### src/rtl/agc_ctl.sv
// Windowed AGC loop: latches the detector peak each window, clears the detector, steps the gain.
// Optional macro AGC_FAST_ATTACK_EN: a clipped peak (2047) attacks by 4 codes instead of 1.
module agc_ctl #(
  parameter int unsigned PERIOD = 1024,
  parameter int unsigned HANG   = 8,
  parameter int unsigned HI     = 1448,
  parameter int unsigned LO     = 724,
  parameter int unsigned GINIT  = 32
) (
  input  logic        clk,
  input  logic        rst,
  input  logic        ce,
  input  logic [10:0] max,
  input  logic        hold,
  output logic        pclr,
  output logic [10:0] peak,
  output logic [5:0]  gain,
  output logic        upd,
  output logic        hang
);

  localparam int unsigned DATA_W = 11;
  localparam int unsigned GAIN_W = 6;

  localparam logic [15:0]       WEND   = 16'(PERIOD - 1);
  localparam logic [DATA_W-1:0] HI_V   = DATA_W'(HI);
  localparam logic [DATA_W-1:0] LO_V   = DATA_W'(LO);
  localparam logic [7:0]        HANG_V = 8'(HANG);
  localparam logic [GAIN_W-1:0] GINIT_V = GAIN_W'(GINIT);

  typedef enum logic {ST_TRACK, ST_HANG} state_t;

  function automatic logic [GAIN_W-1:0] gain_dec(input logic [GAIN_W-1:0] g,
                                                 input logic [2:0] step);
    logic [GAIN_W-1:0] s;
    s = {{(GAIN_W-3){1'b0}}, step};
    return (g > s) ? g - s : '0;
  endfunction

  function automatic logic [GAIN_W-1:0] gain_inc(input logic [GAIN_W-1:0] g);
    return (g == '1) ? g : g + 1'b1;
  endfunction

  logic [15:0]       wcnt_q, wcnt_d;
  logic [DATA_W-1:0] peak_q, peak_d;
  logic              pclr_q, pclr_d;
  logic              eval_q, eval_d;
  logic [GAIN_W-1:0] gain_q, gain_d;
  logic              upd_q, upd_d;
  logic [7:0]        hcnt_q, hcnt_d;
  state_t            state_q, state_d;
  logic              wrap;
  logic [2:0]        atk_step;

`ifdef AGC_FAST_ATTACK_EN
  assign atk_step = (peak_q == '1) ? 3'd4 : 3'd1;
`else
  assign atk_step = 3'd1;
`endif

  assign wrap = ce && (wcnt_q == WEND);

  // window boundary: latch peak and issue clear/eval pulses
  always_comb begin
    wcnt_d = wcnt_q;
    peak_d = peak_q;
    if (ce) wcnt_d = wrap ? '0 : wcnt_q + 16'd1;
    if (wrap) peak_d = max;
    pclr_d = wrap;
    eval_d = wrap;
  end

  // gain evaluation one cycle after the boundary, on the freshly latched peak
  always_comb begin
    gain_d  = gain_q;
    hcnt_d  = hcnt_q;
    state_d = state_q;
    upd_d   = 1'b0;
    if (eval_q && !hold) begin
      if (peak_q > HI_V) begin
        gain_d  = gain_dec(gain_q, atk_step);
        hcnt_d  = HANG_V;
        state_d = (HANG_V == 8'd0) ? ST_TRACK : ST_HANG;
      end else if (peak_q < LO_V) begin
        if (state_q == ST_HANG) begin
          if (hcnt_q <= 8'd1) begin
            hcnt_d  = '0;
            state_d = ST_TRACK;
          end else begin
            hcnt_d = hcnt_q - 8'd1;
          end
        end else begin
          gain_d = gain_inc(gain_q);
        end
      end
      upd_d = (gain_d != gain_q);
    end
  end

  always_ff @(posedge clk) begin
    if (rst) begin
      wcnt_q  <= '0;
      peak_q  <= '0;
      pclr_q  <= 1'b1;
      eval_q  <= 1'b0;
      gain_q  <= GINIT_V;
      upd_q   <= 1'b0;
      hcnt_q  <= '0;
      state_q <= ST_TRACK;
    end else begin
      wcnt_q  <= wcnt_d;
      peak_q  <= peak_d;
      pclr_q  <= pclr_d;
      eval_q  <= eval_d;
      gain_q  <= gain_d;
      upd_q   <= upd_d;
      hcnt_q  <= hcnt_d;
      state_q <= state_d;
    end
  end

  assign pclr = pclr_q;
  assign peak = peak_q;
  assign gain = gain_q;
  assign upd  = upd_q;
  assign hang = (state_q == ST_HANG);

endmodule
### config.mk
export PLATFORM = sky130hd
export DESIGN_NAME = agc_ctl
export DESIGN_NICKNAME = d
export VERILOG_FILES = /design/src/rtl/agc_ctl.sv
export SDC_FILE = /design/constraint.sdc
export NUM_CORES = 1
export LEC_CHECK = 0
export ABC_CLOCK_PERIOD_IN_PS = 4300
export BUFFER_PORTS_ARGS = -buffer_cell sky130_fd_sc_hd__buf_2
export CAP_MARGIN = 25
export CORE_MARGIN = 3
export CORE_UTILIZATION = 58
export DETAILED_ROUTE_END_ITERATION = 16
export PLACE_DENSITY = 0.81
export SYNTH_ARGS = -nofsm -noshare
export SYNTH_HDL_FRONTEND = slang
export SYNTH_SLANG_ARGS = --single-unit
### constraint.sdc
create_clock -name clk -period 4.3 [get_ports clk]
set_clock_uncertainty 0.2 [all_clocks]
set_input_delay 0.43 -clock clk [delete_from_list [all_inputs] [get_ports clk]]
set_output_delay 0.43 -clock clk [all_outputs]
set_load 0.01 [all_outputs]
==> results.json, run 1 <==
{
  "status": "finished, final reports clean",
  "cp.required_ns": 4.27,
  "crit_chain": "ha_1 > nand2_1 > nor2_1 > nand4_2 > nand2b_1 > nor2_1",
  "drive_above_1_share": 0.178,
  "r2r_slack_ns": 1.91,
  "drt_iter0_markers": 199,
  "antenna-diode-count": 0,
  "dieWidth_um": 70.2,
  "antenna_violating_nets_post_route": 0,
  "synth-compound-area-share": 0.143,
  "worstHoldPathCells": 3,
  "endpoint_kind": "flop",
  "critPathBufInv": 0,
  "worstHoldEndpoint": "peak[9]",
  "crit_family": "simple AND/OR/NAND/NOR gates",
  "maxCapViolCount": 0,
  "num_vias": 2033,
  "critical_path_depth": 6,
  "grt_max_degree": 37,
  "clk_path_buf_depth": 2,
  "dp_hpwl_um": 3450,
  "cpPeakStageDelay_ns": 0.59,
  "wl_per_cell_um": 13.7,
  "post_cts_buffers": 0,
  "grt_setup_unrepaired": "no",
  "root_buffer": "clkbuf_8",
  "nets": 325,
  "postCtsHoldBufs": 0,
  "netlist_area_um2": 2390,
  "slew_violations": 0,
  "core.rowCount": 22,
  "synth.distinct_cells": 58,
  "avgSynthCellArea_um2": 8.72,
  "wl_um": 4820,
  "fillCellCount": 322,
  "placed_area_um2": 2560,
  "relSlewSlack": 0.591,
  "core-area_um2": 3830,
  "start_util": 0.625,
  "antenna_found_initial": 0,
  "irDropWorstVdd_mv": 0.231,
  "crit_top_cell": "nor2_1",
  "fin_crit_ns": 2.39,
  "hold_viol_final": 0,
  "ctsResizeCount": 0,
  "synthAdderAreaFrac": 0.0314,
  "remaining_drc_errors": 0,
  "die_area_um2": 4930,
  "synth_top_area_share": 0.377,
  "synth_edf_count": 0,
  "max_freq_mhz": 419,
  "grt_pass1_wl_um": 8600,
  "power_density_nw_per_um2": 265,
  "syn2layout_area_growth_pct": 10.8,
  "numClockSinks": 45,
  "whs_ns": 0.160,
  "ys_warn_count": 0,
  "ys.flop_type": "dfxtp_1",
  "cts.clk_slew.worst_paths_ns": 0.08,
  "yosysTopAreaCell": "dfxtp_1",
  "yosys-top-cells-count": "45 x dfxtp_1, 42 x nor2_1, 20 x nand2_1, 12 x mux2i_1, 12 x xor2_1",
  "synth_mux_area_frac": 0.0597,
  "r2r-start": "wcnt_q[0]",
  "tightest_slew_ns": 0.613,
  "synth_top_family_by_area": "simple AND/OR/NAND/NOR gates",
  "gr-usage-all-layers": 0.214,
  "hold_start": "max[9]",
  "cts_buffers": 5,
  "rr_worst_depth": 6,
  "leakagePower_uw": 0.00112,
  "final_util": 0.692,
  "ys_ff_latch": 45,
  "die_h_um": 70.2,
  "gp_congestion": 0.867,
  "synthCells": 274,
  "fin_crit_sh": 0.555,
  "critPathKind": "reg -> reg",
  "yosysSeqAreaShare": 0.377,
  "hold_class": "in -> reg",
  "path_max_fanout": 14,
  "io_pins": 35,
  "synth-simple-area-share": 0.288,
  "cts_tree": "yes",
  "final_area_um2": 2650,
  "post-synth-top-count-cell": "dfxtp_1",
  "port_buffers": 34,
  "syn_nets": 295,
  "grt_pass1_vias": 1891,
  "synth_area_leaders": "dfxtp_1 38%, nor2_1 6.6%, mux2i_1 5.0%",
  "r2r_end": "wcnt_q[4]",
  "synthArstFlopShare": 0,
  "cp.arrival_ns": 2.35,
  "drt_first_pass_iters": 4,
  "via_per_inst": 5.78,
  "crit_slowest_cell": "nand2b_1",
  "fin_tns_setup_ns": 0,
  "cts_htree_levels": 2,
  "grt-ovfl-total": 0,
  "startpoint_type": "flop",
  "synth_xor_xnor_area_share": 0.0623,
  "clk_latency_ns": 0.30,
  "setup_viol": 0
}
[final cells by class]
type / count / area [um^2] / share of cell area
Multi-Input combinational cell: 210 / 1400 / 0.527
Clock buffer: 6 / 82.6 / 0.0312
Tap cell: 48 / 60.1 / 0.0227
Timing Repair Buffer: 34 / 170 / 0.0643
Sequential cell: 45 / 901 / 0.340
Inverter: 8 / 30.0 / 0.0113
Clock inverter: 1 / 7.51 / 0.00284
[where the power goes]
part           switching, uW  total [uW]  internal, uW
sequential              1.58         420           418
combinational           11.2        19.6          8.41
clock                    135         262           127
total                    148         701           554
[state kept, by name, summed over array words and instances (netlist names)]
name and cells:
upd 1, gain 6, hcnt_q 8, eval_q 1, peak 11, pclr 1
hang 1, wcnt_q 16
[cells in the final DEF (no fill, tap or decap), types with 2 or more instances in the layout]
master	n
nor2_1	42
o221ai_1	2
xnor2_1	5
nor2b_1	2
inv_1	8
nand3b_1	5
nand4_1	11
dfxtp_1	45
mux2i_1	12
mux2_1	2
o21a_1	3
or3_1	3
nor3_2	2
clkbuf_8	6
a21o_1	2
xor2_1	12
nand3_1	8
nand2b_1	11
a21oi_1	10
o311a_1	2
buf_2	34
ha_1	6
nor3_1	8
a31oi_1	4
nor4_1	2
and2_1	3
nand2_1	20
o32ai_1	5
o21ai_1	2
[kinds of logic (layout without fill, tap and decap cells)]
family	after synthesis	in the layout
compound gates	44	44
xor+xnor	17	17
fa+ha+maj	6	6
buf+inv	19	49
flops	45	45
mux	14	14
simple gates	129	129
[worst register-to-register path: stages, from the launching register on]
cell and delay (ns):
dfxtp_1 0.39, ha_1 0.21, nand2_1 0.09, nor2_1 0.20
nand4_2 0.46, nand2b_1 0.59, nor2_1 0.11
[routing by layer]
layer / vias to the layer above / track usage / share of wire
met5: - / 0 / 0
met3: 6 / 0.0547 / 0.067
met1: 923 / 0.299 / 0.48
met2: 67 / 0.324 / 0.44
li1: 1037 / - / -
met4: 0 / 0.0638 / 0.011
[through the flow]
stage | std cells | setup WS [ns] | total power (uW)
final | 352 | 1.91 | 701
after global routing | 352 | 1.65 | 736
after CTS | 352 | 1.90 | 709
after detailed placement | 345 | 1.76 | 449
after global placement | 345 | 1.87 | 449
after floorplan | 274 | 2.39 | 440
[how the worst max path moves through the flow]
stage                    from          to  slack, ns
CTS                 wcnt_q[0]  wcnt_q[10]       1.90
detailed placement         ce   wcnt_q[7]       1.76
floorplan             peak[2]     gain[5]       2.39
global placement           ce  wcnt_q[14]       1.87
finish              wcnt_q[0]   wcnt_q[4]       1.91
global route        wcnt_q[0]  wcnt_q[10]       1.65
(Power assumes the default switching activity.)
==> run 2: changes to the inputs <==
ABC_CLOCK_PERIOD_IN_PS = 2000   (was 4300)
CORE_UTILIZATION = 51   (was 58)
PLACE_DENSITY = 0.75   (was 0.81)
clock period = 2 ns   (was 4.3 ns; I/O delays follow)
==> run 2 against run 1 <==
Global-route usage rose by 0.086 points; via count rose by 7.7%; routed wire length up 17%; non-clock buffer count is 30 higher; combinational power grew to 3.3 times the previous value; sequential share of layout area decreased by 3.3 points; total power increased by 130%; clock power increased to 2.5 times the previous value; worst setup slack got worse by 1.8 ns; sequential power increased by 120%; worst hold slack lost 0.10 ns.
==> results.json, run 2 (same netlist as run 1, synthesis figures left out) <==
{
  "status": "finished, final reports clean",
  "largest_register_ffs": 16,
  "grt_pass1_vias": 2047,
  "final_cell_mix": "44 x dfxtp_1, 40 x nor2_1, 34 x buf_2, 20 x nand2_1, 19 x buf_4",
  "root_buffer": "clkbuf_8",
  "tightest_slew_ns": 0.470,
  "startpoint_type": "flop",
  "grt-ovfl-total": 0,
  "dp_cells": 367,
  "die_area_um2": 5540,
  "drt_first_pass_iters": 4,
  "syn2layout_area_growth_pct": 22.9,
  "final_area_um2": 2940,
  "antenna_violating_nets_post_route": 0,
  "antenna-diode-count": 0,
  "fin_tns_setup_ns": 0,
  "worstHoldPathCells": 3,
  "gr-usage-all-layers": 0.215,
  "endpoint_kind": "flop",
  "core.rowCount": 24,
  "cp.arrival_ns": 1.92,
  "setup_slack_ns": 0.0744,
  "regArea_um2": 902,
  "dp_hpwl_um": 3940,
  "crit_family": "compound AO/OA/AOI/OAI gates",
  "power.total_uw": 1630,
  "clk_path_buf_depth": 2,
  "grt_pass1_wl_um": 9370,
  "hold_viol_final": 0,
  "rr_worst_depth": 6,
  "drive_above_1_share": 0.234,
  "cp.required_ns": 2.00,
  "crit_slowest_cell": "dfxtp_2",
  "fin_crit_sh": 0.963,
  "crit_chain": "o21a_1 > o311a_1 > buf_4 > nor4_2 > a22oi_2 > o32ai_1",
  "die_h_um": 74.5,
  "clk_latency_ns": 0.29,
  "fin_cells": 386,
  "critPathBufInv": 1,
  "antenna_found_initial": 0,
  "path_max_fanout": 5,
  "wl_per_cell_um": 14.6,
  "drt_iter0_markers": 161,
  "fillCellCount": 384,
  "remaining_drc_errors": 0,
  "start_util": 0.538,
  "relSlewSlack": 0.686,
  "io_pins": 35,
  "hold_class": "in -> reg",
  "cts_tree": "yes",
  "gp_congestion": 0.916,
  "power_density_nw_per_um2": 553,
  "fin_crit_ns": 1.93,
  "cts_htree_levels": 2,
  "critPathKind": "reg -> reg",
  "leakagePower_uw": 0.00127,
  "cts.clk_slew.worst_paths_ns": 0.08,
  "layout.cells.most_common": "dfxtp_1",
  "grt_max_degree": 21,
  "regMostFlops": "wcnt_q",
  "critical_path_depth": 6,
  "dieWidth_um": 74.5,
  "nets": 355,
  "placed_area_um2": 2700,
  "irDropWorstVdd_mv": 0.395,
  "port_buffers": 34,
  "wl_um": 5630,
  "max_freq_mhz": 519,
  "cts_buffers": 5,
  "cpPeakStageDelay_ns": 0.35,
  "core-area_um2": 4440,
  "maxCapViolCount": 0,
  "slew_violations": 0,
  "numClockSinks": 45,
  "num_vias": 2190,
  "pre_cts_slack_ns": 0.0531,
  "multi_input_area_um2": 1410,
  "via_per_inst": 5.67,
  "setup_viol": 0
}
==> run 2: what timing repair did <==
| action | CTS | global route |
|---|---|---|
| hold buffers | 11 | 0 |
| setup endpoints to repair | 0 | 10 |
| buffers inserted | 0 | 1 |
| hold endpoints to repair | 11 | 0 |
| gates resized for setup | 0 | 5 |
==> run 2: cell type report <==
cell class	count	share of cell area
clock buffer	5	0.0234
clock inverter	2	0.0119
inverter	8	0.0102
multi-input combinational	210	0.481
sequential	45	0.307
tap	52	0.0221
timing repair buffer	64	0.144
==> run 2: worst register-to-register path, cell delays in order, from the launching register on <==
cell and delay, ns:
dfxtp_2 0.35, o21a_1 0.21, o311a_1 0.33, buf_4 0.17, nor4_2 0.32, a22oi_2 0.14
o32ai_1 0.13
==> run 2: final timing paths <==
path | from | to | slack, ns
worst max register to register | peak[2] | gain[1] | 0.07
worst min register to register | hcnt_q[7] | hcnt_q[7] | 0.29
worst min-delay path | ce | wcnt_q[0] | 0.06
worst max-delay path | peak[2] | gain[1] | 0.07
==> run 2: through the flow <==
stage	hold slack, ns	util
after floorplan	0.144	-
after global routing	0.0623	0.661
after CTS	0.0327	0.655
after global placement	0.228	0.607
final	0.0562	0.661
after detailed placement	0.239	0.607
==> run 2: metal layers <==
metal | up-vias | GRT usage | wire length, um
met4 | 0 | 0.0573 | 83
met1 | 1010 | 0.293 | 2600
met3 | 10 | 0.0392 | 301
li1 | 1099 | - | -
met2 | 71 | 0.351 | 2640
met5 | - | 0 | 0
==> run 2: power by group <==
part / internal (uW) / switching [uW] / leakage, uW / total (uW)
registers: 899 / 3.71 / 0.000364 / 903
clock network: 363 / 295 / 0.0000540 / 658
logic: 34.8 / 29.9 / 0.000854 / 64.7
total: 1300 / 328 / 0.00127 / 1630
